**config.mk**
```make
export PLATFORM = sky130hd
export DESIGN_NAME = tw_rom3_reload_seq_flat
export DESIGN_NICKNAME = d
export VERILOG_FILES = /design/src/rtl/tw_rom3_reload_seq_pkg.sv /design/src/rtl/tw_rom3_reload_seq_if.sv /design/src/rtl/tw_rom3_reload_seq_buf.sv /design/src/rtl/tw_rom3_reload_seq.sv /design/src/flat_wrapper.sv
export SDC_FILE = /design/constraint.sdc
export NUM_CORES = 1
export LEC_CHECK = 0
export ABC_CLOCK_PERIOD_IN_PS = 9200
export BUFFER_PORTS_ARGS = -buffer_cell sky130_fd_sc_hd__buf_4
export CELL_PAD_IN_SITES_DETAIL_PLACEMENT = 2
export CELL_PAD_IN_SITES_GLOBAL_PLACEMENT = 2
export CORE_ASPECT_RATIO = 1.2
export CORE_MARGIN = 2
export CORE_UTILIZATION = 35
export CTS_CLUSTER_DIAMETER = 80
export DETAILED_ROUTE_END_ITERATION = 8
export PLACE_DENSITY = 0.63
export SLEW_MARGIN = 20
export SYNTH_ARGS = -nofsm -noshare
export SYNTH_HDL_FRONTEND = slang
export SYNTH_SLANG_ARGS = --single-unit
```
**constraint.sdc**
```tcl
create_clock -name CLK -period 9.2 [get_ports CLK]
set_clock_uncertainty 0.15 [all_clocks]
set_input_delay 0.92 -clock CLK [delete_from_list [all_inputs] [get_ports CLK]]
set_output_delay 0.92 -clock CLK [all_outputs]
set_load 0.005 [all_outputs]
```
**src/rtl/tw_rom3_reload_seq_pkg.sv**
```systemverilog
// tw_pkg: shared constants and types for the stage-0 twiddle ROM reload sequencer.
// Latency: n/a (declarations only).
// Backpressure: n/a.
//
// Contents:
//   GOLDILOCKS_P  field modulus used by the optional range fold on accepted words
//   rom3_w_e      encoding of the ROM's ROM3_w write-select port
//   state_e       reload FSM states
package tw_pkg;

  localparam logic [63:0] GOLDILOCKS_P = 64'hFFFF_FFFF_0000_0001;

  // ROM3_w codes; 2'd3 is never driven.
  typedef enum logic [1:0] {
    W_NONE = 2'd0,
    W_HI   = 2'd1,
    W_LO   = 2'd2
  } rom3_w_e;

  typedef enum logic [2:0] {
    S_IDLE     = 3'd0,
    S_COLLECT  = 3'd1,
    S_WAIT_HI  = 3'd2,
    S_BURST_HI = 3'd3,
    S_GAP      = 3'd4,
    S_BURST_LO = 3'd5,
    S_DONE     = 3'd6
  } state_e;

endpackage

```
**src/rtl/tw_rom3_reload_seq_if.sv**
```systemverilog
// Bundle of the reload sequencer's control, upstream stream and ROM write-port signals.
// Latency: n/a (wiring only).
// Backpressure: in_valid/in_ready on the upstream word stream; rom_busy holds bursts off.
//
// Signals:
//   load_start, load_abort          control pulses into the sequencer
//   in_valid, in_data, in_ready     upstream valid/ready word stream
//   rom_busy                        stage-0 ROM read activity
//   ROM3_w, horizontal_data_out     ROM write port
//   busy, done, range_err           status
// Modports: master = the side that drives control/stream/rom_busy, slave = the sequencer.
interface tw_rom3_reload_seq_if #(
  parameter int DW = 64
);

  logic          load_start;
  logic          load_abort;
  logic          in_valid;
  logic [DW-1:0] in_data;
  logic          in_ready;
  logic          rom_busy;
  logic [1:0]    ROM3_w;
  logic [DW-1:0] horizontal_data_out;
  logic          busy;
  logic          done;
  logic          range_err;

  modport master (
    output load_start, load_abort, in_valid, in_data, rom_busy,
    input  in_ready, ROM3_w, horizontal_data_out, busy, done, range_err
  );

  modport slave (
    input  load_start, load_abort, in_valid, in_data, rom_busy,
    output in_ready, ROM3_w, horizontal_data_out, busy, done, range_err
  );

endinterface

```
**src/rtl/tw_rom3_reload_seq_buf.sv**
```systemverilog
// tw_halfword_buf: 2*ENTRIES x DW half-word register file for one reload.
// Latency: write lands at the clock edge; read is combinational from {beat, hi/lo}.
// Backpressure: none; the writer only asserts i_we for accepted words.
//
// Ports:
//   i_clk, i_rst_n       clock, synchronous active-low reset (pointer only)
//   i_clr                clears the write pointer; wins over i_we
//   i_we, i_wdata        store i_wdata at the write pointer, then advance it
//   i_rd_beat, i_rd_lo   read index {beat, lo}: lo=0 selects e[beat].hi, lo=1 e[beat].lo
//   o_rdata              addressed half-word
//   o_wptr               current write pointer (number of words stored, modulo depth)
module tw_halfword_buf #(
  parameter int DW      = 64,
  parameter int ENTRIES = 4,
  parameter int CNT_W   = 3
) (
  input  logic             i_clk,
  input  logic             i_rst_n,
  input  logic             i_clr,
  input  logic             i_we,
  input  logic [DW-1:0]    i_wdata,
  input  logic [CNT_W-2:0] i_rd_beat,
  input  logic             i_rd_lo,
  output logic [DW-1:0]    o_rdata,
  output logic [CNT_W-1:0] o_wptr
);

  localparam int               DEPTH    = 2 * ENTRIES;
  localparam logic [CNT_W-1:0] LAST_IDX = CNT_W'(DEPTH - 1);

  logic [DW-1:0]    r_mem [DEPTH];
  logic [CNT_W-1:0] r_wptr;
  logic [CNT_W-1:0] w_rd_idx;

  always_ff @(posedge i_clk) begin
    if (!i_rst_n) begin
      r_wptr <= '0;
    end else if (i_clr) begin
      r_wptr <= '0;
    end else if (i_we) begin
      r_wptr <= (r_wptr == LAST_IDX) ? '0 : r_wptr + 1'b1;
    end
  end

  // Contents need no reset: every entry is rewritten before it is replayed.
  always_ff @(posedge i_clk) begin
    if (i_we && !i_clr) begin
      r_mem[r_wptr] <= i_wdata;
    end
  end

  // Words arrive as e0.hi, e0.lo, e1.hi, ... so entry k lives at {k, lo}.
  assign w_rd_idx = {i_rd_beat, i_rd_lo};
  assign o_rdata  = r_mem[w_rd_idx];
  assign o_wptr   = r_wptr;

endmodule

```
**src/rtl/tw_rom3_reload_seq.sv**
```systemverilog
// tw_rom3_reload_seq: collects 2*ENTRIES twiddle half-words, replays them as a HI burst then a LO burst.
// Latency: last word accepted in cycle t -> first HI beat at t+2, done at t+2+2*ENTRIES+1 (rom_busy low).
// Backpressure: in_ready only while collecting; rom_busy holds WAIT_HI and GAP, never an open burst.
//
// Ports:
//   CLK     clock, rising edge
//   rst_n   synchronous active-low reset
//   bus     tw_rom3_reload_seq_if.slave: load_start/load_abort, in_valid/in_data/in_ready,
//           rom_busy, ROM3_w/horizontal_data_out, busy, done, range_err
// Build option: TW_RANGE_CHK_EN folds accepted words >= GOLDILOCKS_P by subtracting P and
// raises the sticky range_err; without it words are stored as-is and range_err is 0.
module tw_rom3_reload_seq
  import tw_pkg::*;
#(
  parameter int DW      = 64,
  parameter int ENTRIES = 4,
  parameter int CNT_W   = 3
) (
  input  logic                  CLK,
  input  logic                  rst_n,
  tw_rom3_reload_seq_if.slave   bus
);

  localparam int                BEAT_W    = CNT_W - 1;
  localparam logic [CNT_W-1:0]  LAST_WORD = CNT_W'(2 * ENTRIES - 1);
  localparam logic [BEAT_W-1:0] LAST_BEAT = BEAT_W'(ENTRIES - 1);

  state_e            r_state;
  state_e            w_nxt_state;
  logic [BEAT_W-1:0] r_beat;
  logic [BEAT_W-1:0] w_nxt_beat;

  rom3_w_e           r_rom3_w;
  rom3_w_e           w_nxt_rom3_w;
  logic [DW-1:0]     r_hdata;
  logic              r_in_ready;
  logic              r_busy;
  logic              r_done;

  logic              w_accept;
  logic              w_we;
  logic              w_clr;
  logic              w_start_ok;
  logic              w_rd_lo;
  logic              w_burst;
  logic [DW-1:0]     w_wdata;
  logic [DW-1:0]     w_rdata;
  logic [CNT_W-1:0]  w_wptr;

  // r_in_ready is high exactly while in COLLECT, so this is the upstream transfer.
  assign w_accept   = r_in_ready & bus.in_valid;
  // A word arriving alongside an abort is dropped together with the rest of the load.
  assign w_we       = w_accept & ~bus.load_abort;
  assign w_start_ok = (r_state == S_IDLE) & bus.load_start & ~bus.load_abort;
  assign w_clr      = bus.load_abort | w_start_ok;

  // ---------------------------------------------------------------------------
  // Optional range fold in the accept path (pure combinational, no added stage)
  // ---------------------------------------------------------------------------
`ifdef TW_RANGE_CHK_EN
  localparam logic [DW-1:0] P_DW = DW'(GOLDILOCKS_P);

  logic w_over;
  logic r_range_err;

  assign w_over  = (bus.in_data >= P_DW);
  assign w_wdata = w_over ? (bus.in_data - P_DW) : bus.in_data;

  // Sticky until the next honoured load_start.
  always_ff @(posedge CLK) begin
    if (!rst_n) begin
      r_range_err <= 1'b0;
    end else if (w_start_ok) begin
      r_range_err <= 1'b0;
    end else if (w_we && w_over) begin
      r_range_err <= 1'b1;
    end
  end

  assign bus.range_err = r_range_err;
`else
  assign w_wdata       = bus.in_data;
  assign bus.range_err = 1'b0;
`endif

  // ---------------------------------------------------------------------------
  // Half-word buffer
  // ---------------------------------------------------------------------------
  tw_halfword_buf #(
    .DW      (DW),
    .ENTRIES (ENTRIES),
    .CNT_W   (CNT_W)
  ) u_buf (
    .i_clk     (CLK),
    .i_rst_n   (rst_n),
    .i_clr     (w_clr),
    .i_we      (w_we),
    .i_wdata   (w_wdata),
    .i_rd_beat (w_nxt_beat),
    .i_rd_lo   (w_rd_lo),
    .o_rdata   (w_rdata),
    .o_wptr    (w_wptr)
  );

  // ---------------------------------------------------------------------------
  // FSM: state register
  // ---------------------------------------------------------------------------
  always_ff @(posedge CLK) begin
    if (!rst_n) begin
      r_state <= S_IDLE;
      r_beat  <= '0;
    end else begin
      r_state <= w_nxt_state;
      r_beat  <= w_nxt_beat;
    end
  end

  // ---------------------------------------------------------------------------
  // FSM: next state, beat counter and next output values
  // ---------------------------------------------------------------------------
  always_comb begin
    w_nxt_state = r_state;
    w_nxt_beat  = r_beat;

    case (r_state)
      S_IDLE: begin
        if (bus.load_start) w_nxt_state = S_COLLECT;
      end
      S_COLLECT: begin
        if (w_accept && (w_wptr == LAST_WORD)) w_nxt_state = S_WAIT_HI;
      end
      S_WAIT_HI: begin
        w_nxt_beat = '0;
        if (!bus.rom_busy) w_nxt_state = S_BURST_HI;
      end
      // Bursts ignore rom_busy: once started they run to the last beat.
      S_BURST_HI: begin
        if (r_beat == LAST_BEAT) begin
          w_nxt_state = S_GAP;
          w_nxt_beat  = '0;
        end else begin
          w_nxt_beat = r_beat + 1'b1;
        end
      end
      // One idle write beat so the ROM's row counter is back at 0 for the LO burst.
      S_GAP: begin
        w_nxt_beat = '0;
        if (!bus.rom_busy) w_nxt_state = S_BURST_LO;
      end
      S_BURST_LO: begin
        if (r_beat == LAST_BEAT) begin
          w_nxt_state = S_DONE;
          w_nxt_beat  = '0;
        end else begin
          w_nxt_beat = r_beat + 1'b1;
        end
      end
      S_DONE: begin
        w_nxt_state = S_IDLE;
      end
      default: begin
        w_nxt_state = S_IDLE;
        w_nxt_beat  = '0;
      end
    endcase

    if (bus.load_abort) begin
      w_nxt_state = S_IDLE;
      w_nxt_beat  = '0;
    end
  end

  // Outputs are registered from the next state, so they line up with the state they describe.
  always_comb begin
    w_nxt_rom3_w = W_NONE;
    w_burst      = 1'b0;
    w_rd_lo      = 1'b0;
    case (w_nxt_state)
      S_BURST_HI: begin
        w_nxt_rom3_w = W_HI;
        w_burst      = 1'b1;
      end
      S_BURST_LO: begin
        w_nxt_rom3_w = W_LO;
        w_burst      = 1'b1;
        w_rd_lo      = 1'b1;
      end
      default: begin
        w_nxt_rom3_w = W_NONE;
      end
    endcase
  end

  // ---------------------------------------------------------------------------
  // Output registers
  // ---------------------------------------------------------------------------
  always_ff @(posedge CLK) begin
    if (!rst_n) begin
      r_rom3_w   <= W_NONE;
      r_hdata    <= '0;
      r_in_ready <= 1'b0;
      r_busy     <= 1'b0;
      r_done     <= 1'b0;
    end else begin
      r_rom3_w   <= w_nxt_rom3_w;
      r_hdata    <= w_burst ? w_rdata : '0;
      r_in_ready <= (w_nxt_state == S_COLLECT);
      r_busy     <= (w_nxt_state != S_IDLE);
      r_done     <= (w_nxt_state == S_DONE);
    end
  end

  assign bus.ROM3_w              = r_rom3_w;
  assign bus.horizontal_data_out = r_hdata;
  assign bus.in_ready            = r_in_ready;
  assign bus.busy                = r_busy;
  assign bus.done                = r_done;

endmodule

```
**src/flat_wrapper.sv**
```systemverilog
// flat-port wrapper written by rule: the top's interface ports become plain ports
module tw_rom3_reload_seq_flat import tw_pkg::*;
#(
  parameter int DW      = 64,
  parameter int ENTRIES = 4,
  parameter int CNT_W   = 3
)
  (CLK, rst_n, bus_load_start, bus_load_abort, bus_in_valid, bus_in_data, bus_rom_busy, bus_in_ready, bus_ROM3_w, bus_horizontal_data_out, bus_busy, bus_done, bus_range_err);
  tw_rom3_reload_seq_if #(.DW(DW)) bus_i ();
  input  logic CLK;
  input  logic rst_n;
  input wire logic [$bits(bus_i.load_start)-1:0] bus_load_start;
  input wire logic [$bits(bus_i.load_abort)-1:0] bus_load_abort;
  input wire logic [$bits(bus_i.in_valid)-1:0] bus_in_valid;
  input wire logic [$bits(bus_i.in_data)-1:0] bus_in_data;
  input wire logic [$bits(bus_i.rom_busy)-1:0] bus_rom_busy;
  output wire logic [$bits(bus_i.in_ready)-1:0] bus_in_ready;
  output wire logic [$bits(bus_i.ROM3_w)-1:0] bus_ROM3_w;
  output wire logic [$bits(bus_i.horizontal_data_out)-1:0] bus_horizontal_data_out;
  output wire logic [$bits(bus_i.busy)-1:0] bus_busy;
  output wire logic [$bits(bus_i.done)-1:0] bus_done;
  output wire logic [$bits(bus_i.range_err)-1:0] bus_range_err;
  assign bus_i.load_start = bus_load_start;
  assign bus_i.load_abort = bus_load_abort;
  assign bus_i.in_valid = bus_in_valid;
  assign bus_i.in_data = bus_in_data;
  assign bus_i.rom_busy = bus_rom_busy;
  assign bus_in_ready = bus_i.in_ready;
  assign bus_ROM3_w = bus_i.ROM3_w;
  assign bus_horizontal_data_out = bus_i.horizontal_data_out;
  assign bus_busy = bus_i.busy;
  assign bus_done = bus_i.done;
  assign bus_range_err = bus_i.range_err;
  tw_rom3_reload_seq #(.DW(DW), .ENTRIES(ENTRIES), .CNT_W(CNT_W)) u_core (.CLK(CLK), .rst_n(rst_n), .bus(bus_i));
endmodule
```
==> flow_summary.ini <==
[critical_path]
crit_fanout = 40
endpoint_kind = flop
arrival_ns = 4.08
path_buf_inv = 1
cpLargestDelayFamily = simple AND/OR/NAND/NOR gates
cp-start-kind = flop
cp.required_ns = 9.54
max_stage_delay_ns = 0.76
worstPathCellList = xor2_1 > nand3b_1 > a21o_4 > nor2b_4 > buf_4 > nand2_1 > o2111a_1
cp_slowest_cell = nor2b_4
r2r_setup_slack_ns = 5.46
critical_path_class = reg2reg

[cts]
htree_levels = 2
cts.clk_slew.worst_paths_ns = 0.06
cts.sinks = 589
cts_tree = done
cts_resized = 0
post_cts_buffers = 0
numCtsBuffers = 59
root_buffer = clkbuf_16
clockBufferDepth = 3
hold_buffers = 0
clk_latency_ns = 0.61

[yosys]
yosys_warnings = 0
syn_nets = 1325
synth_cells = 1252
yosysSeqAreaShare = 0.761
synth_area_leaders = edfxtp_1 (69%), mux2i_1 (15%), dfxtp_1 (6.9%)
synthDistinctLibCells = 39
synth_area_um2 = 22200
synth-seq-cells = 589
synth_top_area_cell = edfxtp_1
synth_top_area_frac = 0.692
async_reset_ff_frac = 0
synth_flop_cell = edfxtp_1
syn_avg_cell_area_um2 = 17.7
synth_edf_count = 512

[timing]
fmax_mhz = 267
finalSetupTns_ns = 0
fin_hold_ws_ns = 0.393
fin_ws_ns = 5.46
drv_slew = 0
finalSetupViolCount = 0
hold_viol = 0
post-route-period-util = 0.406
grt_setup_unrepaired = false
period_minus_slack_ns = 3.74
tightest_slew_ns = 1.08
relSlewSlack = 0.281

[route]
wl_per_cell_um = 24.9
initialDrtViolationCount = 590
num_vias = 11400
first_pass_iters = 6
drc = 0
viasPerCell = 5.03
antenna_left = 0
routed_wl_um = 56500

[run]
maxCapViolations = 0

[final_layout]
drive_above_1_share = 0.183
area_delta_synth_final_pct = 17.7
final_area_um2 = 26200
insertedDiodeCount = 0
fillers = 5923
layoutNonFillerInstCount = 2272
nets = 1471

[placement]
pre_cts_slack_ns = 5.18
placedCellCount = 2161
hpwl_um = 29300
port_buffers = 138
place_area_um2 = 24100
place_congestion = 0.695

[worst_hold_path]
min_path_type = in2reg

[global_route]
grt_max_degree = 133
grt_pass1_wl_um = 83600
antenna_found_initial = 2
grt-ovfl-total = 0
grt_pass1_vias = 12900
groute.usage.overall = 0.174

[floorplan]
die_h_um = 280
fp.coreArea_um2 = 63100
start_util = 0.352
die-area_um2 = 65500
die_w_um = 234
io-pin-count = 140
rows = 101

[status]
status = completed

[power]
p_leak_nw = 8.74
power.density_nw_per_um2 = 208
ir_drop_mv = 0.138
[layout make-up]
cell class	count	area [um^2]	area share
Inverter	2	7.51	0.000287
Multi-Input combinational cell	591	4990	0.191
Clock inverter	28	295	0.0113
Sequential cell	589	16900	0.647
Clock buffer	83	1720	0.0657
Tap cell	824	1030	0.0394
Timing Repair Buffer	155	1190	0.0455
[where the power goes]
| group | total, W | internal, W | switching [W] | leakage, nW |
|---|---|---|---|---|
| clock | 0.00247 | 0.00147 | 0.00100 | 0.995 |
| sequential | 0.00290 | 0.00290 | 0.00000181 | 5.22 |
| combinational | 0.0000629 | 0.0000235 | 0.0000395 | 2.52 |
[per-layer routing]
layer	track usage	vias to the layer above	share of wire
met2	0.314	200	0.52
met4	0.0430	4	0.020
met3	0.0276	79	0.039
met1	0.217	6008	0.42
li1	-	5138	-
met5	0	-	0.00053
[metrics by stage]
step	util	total power, W
detailed placement	0.383	0.00302
floorplan	-	0.00297
global placement	0.383	0.00302
finish	0.415	0.00543
CTS	0.415	0.00550
global route	0.415	0.00560
[cells in the final DEF, fill, tap and decap left out, types with 7 or more instances in the layout]
cell type  instances
buf_4            153
clkbuf_1          11
clkbuf_16         61
clkbuf_8          11
clkinv_1           7
clkinv_2          11
dfxtp_1           77
edfxtp_1         512
mux2i_1          322
nand2_1          134
nor2_1            10
o2111a_1          64
[sequential cells by signal, summed over array words and instances (netlist names)]
signal / flops
u_core.r_state: 3
u_core.bus.done: 1
u_core.u_buf.o_wptr: 3
u_core.bus.in_ready: 1
u_core.bus.horizontal_data_out: 64
u_core.bus.ROM3_w: 2
u_core.bus.busy: 1
u_core.r_beat: 2
u_core.u_buf.r_mem: 512
[synth_stat cells, types with 4 or more instances]
library cell	number
nor2_1	16
nor3_1	5
a21oi_1	4
buf_2	19
dfxtp_1	77
nand2_1	134
nand2b_1	5
o2111a_1	64
clkbuf_1	19
nor2b_1	4
mux2i_1	322
edfxtp_1	512
buf_4	23
nand3b_1	4
buf_6	4
buf_1	4
[logic make-up (layout without fill, tap and decap cells)]
group           after synthesis  count (layout)  synth area share
flops                       589             589             0.761
mux                         322             322             0.145
simple gates                181             181            0.0345
compound gates               83              83            0.0385
buf+inv                      72             268            0.0185
fa+ha+maj                     3               3           0.00169
other cells                   1               1          0.000169
xor+xnor                      1               1          0.000394
[worst paths after layout]
check | start | endpoint | depth (start not counted)
worst max register to register | u_core.r_state[2] | u_core.bus.horizontal_data_out[51] | 7
worst max-delay path | u_core.r_state[2] | u_core.bus.horizontal_data_out[51] | 7
worst min-delay path | bus_in_data[33] | u_core.u_buf.r_mem[4][33] | 1
worst min register to register | u_core.u_buf.o_wptr[0] | u_core.u_buf.o_wptr[0] | 2
Power figures use the tool's default switching activity.
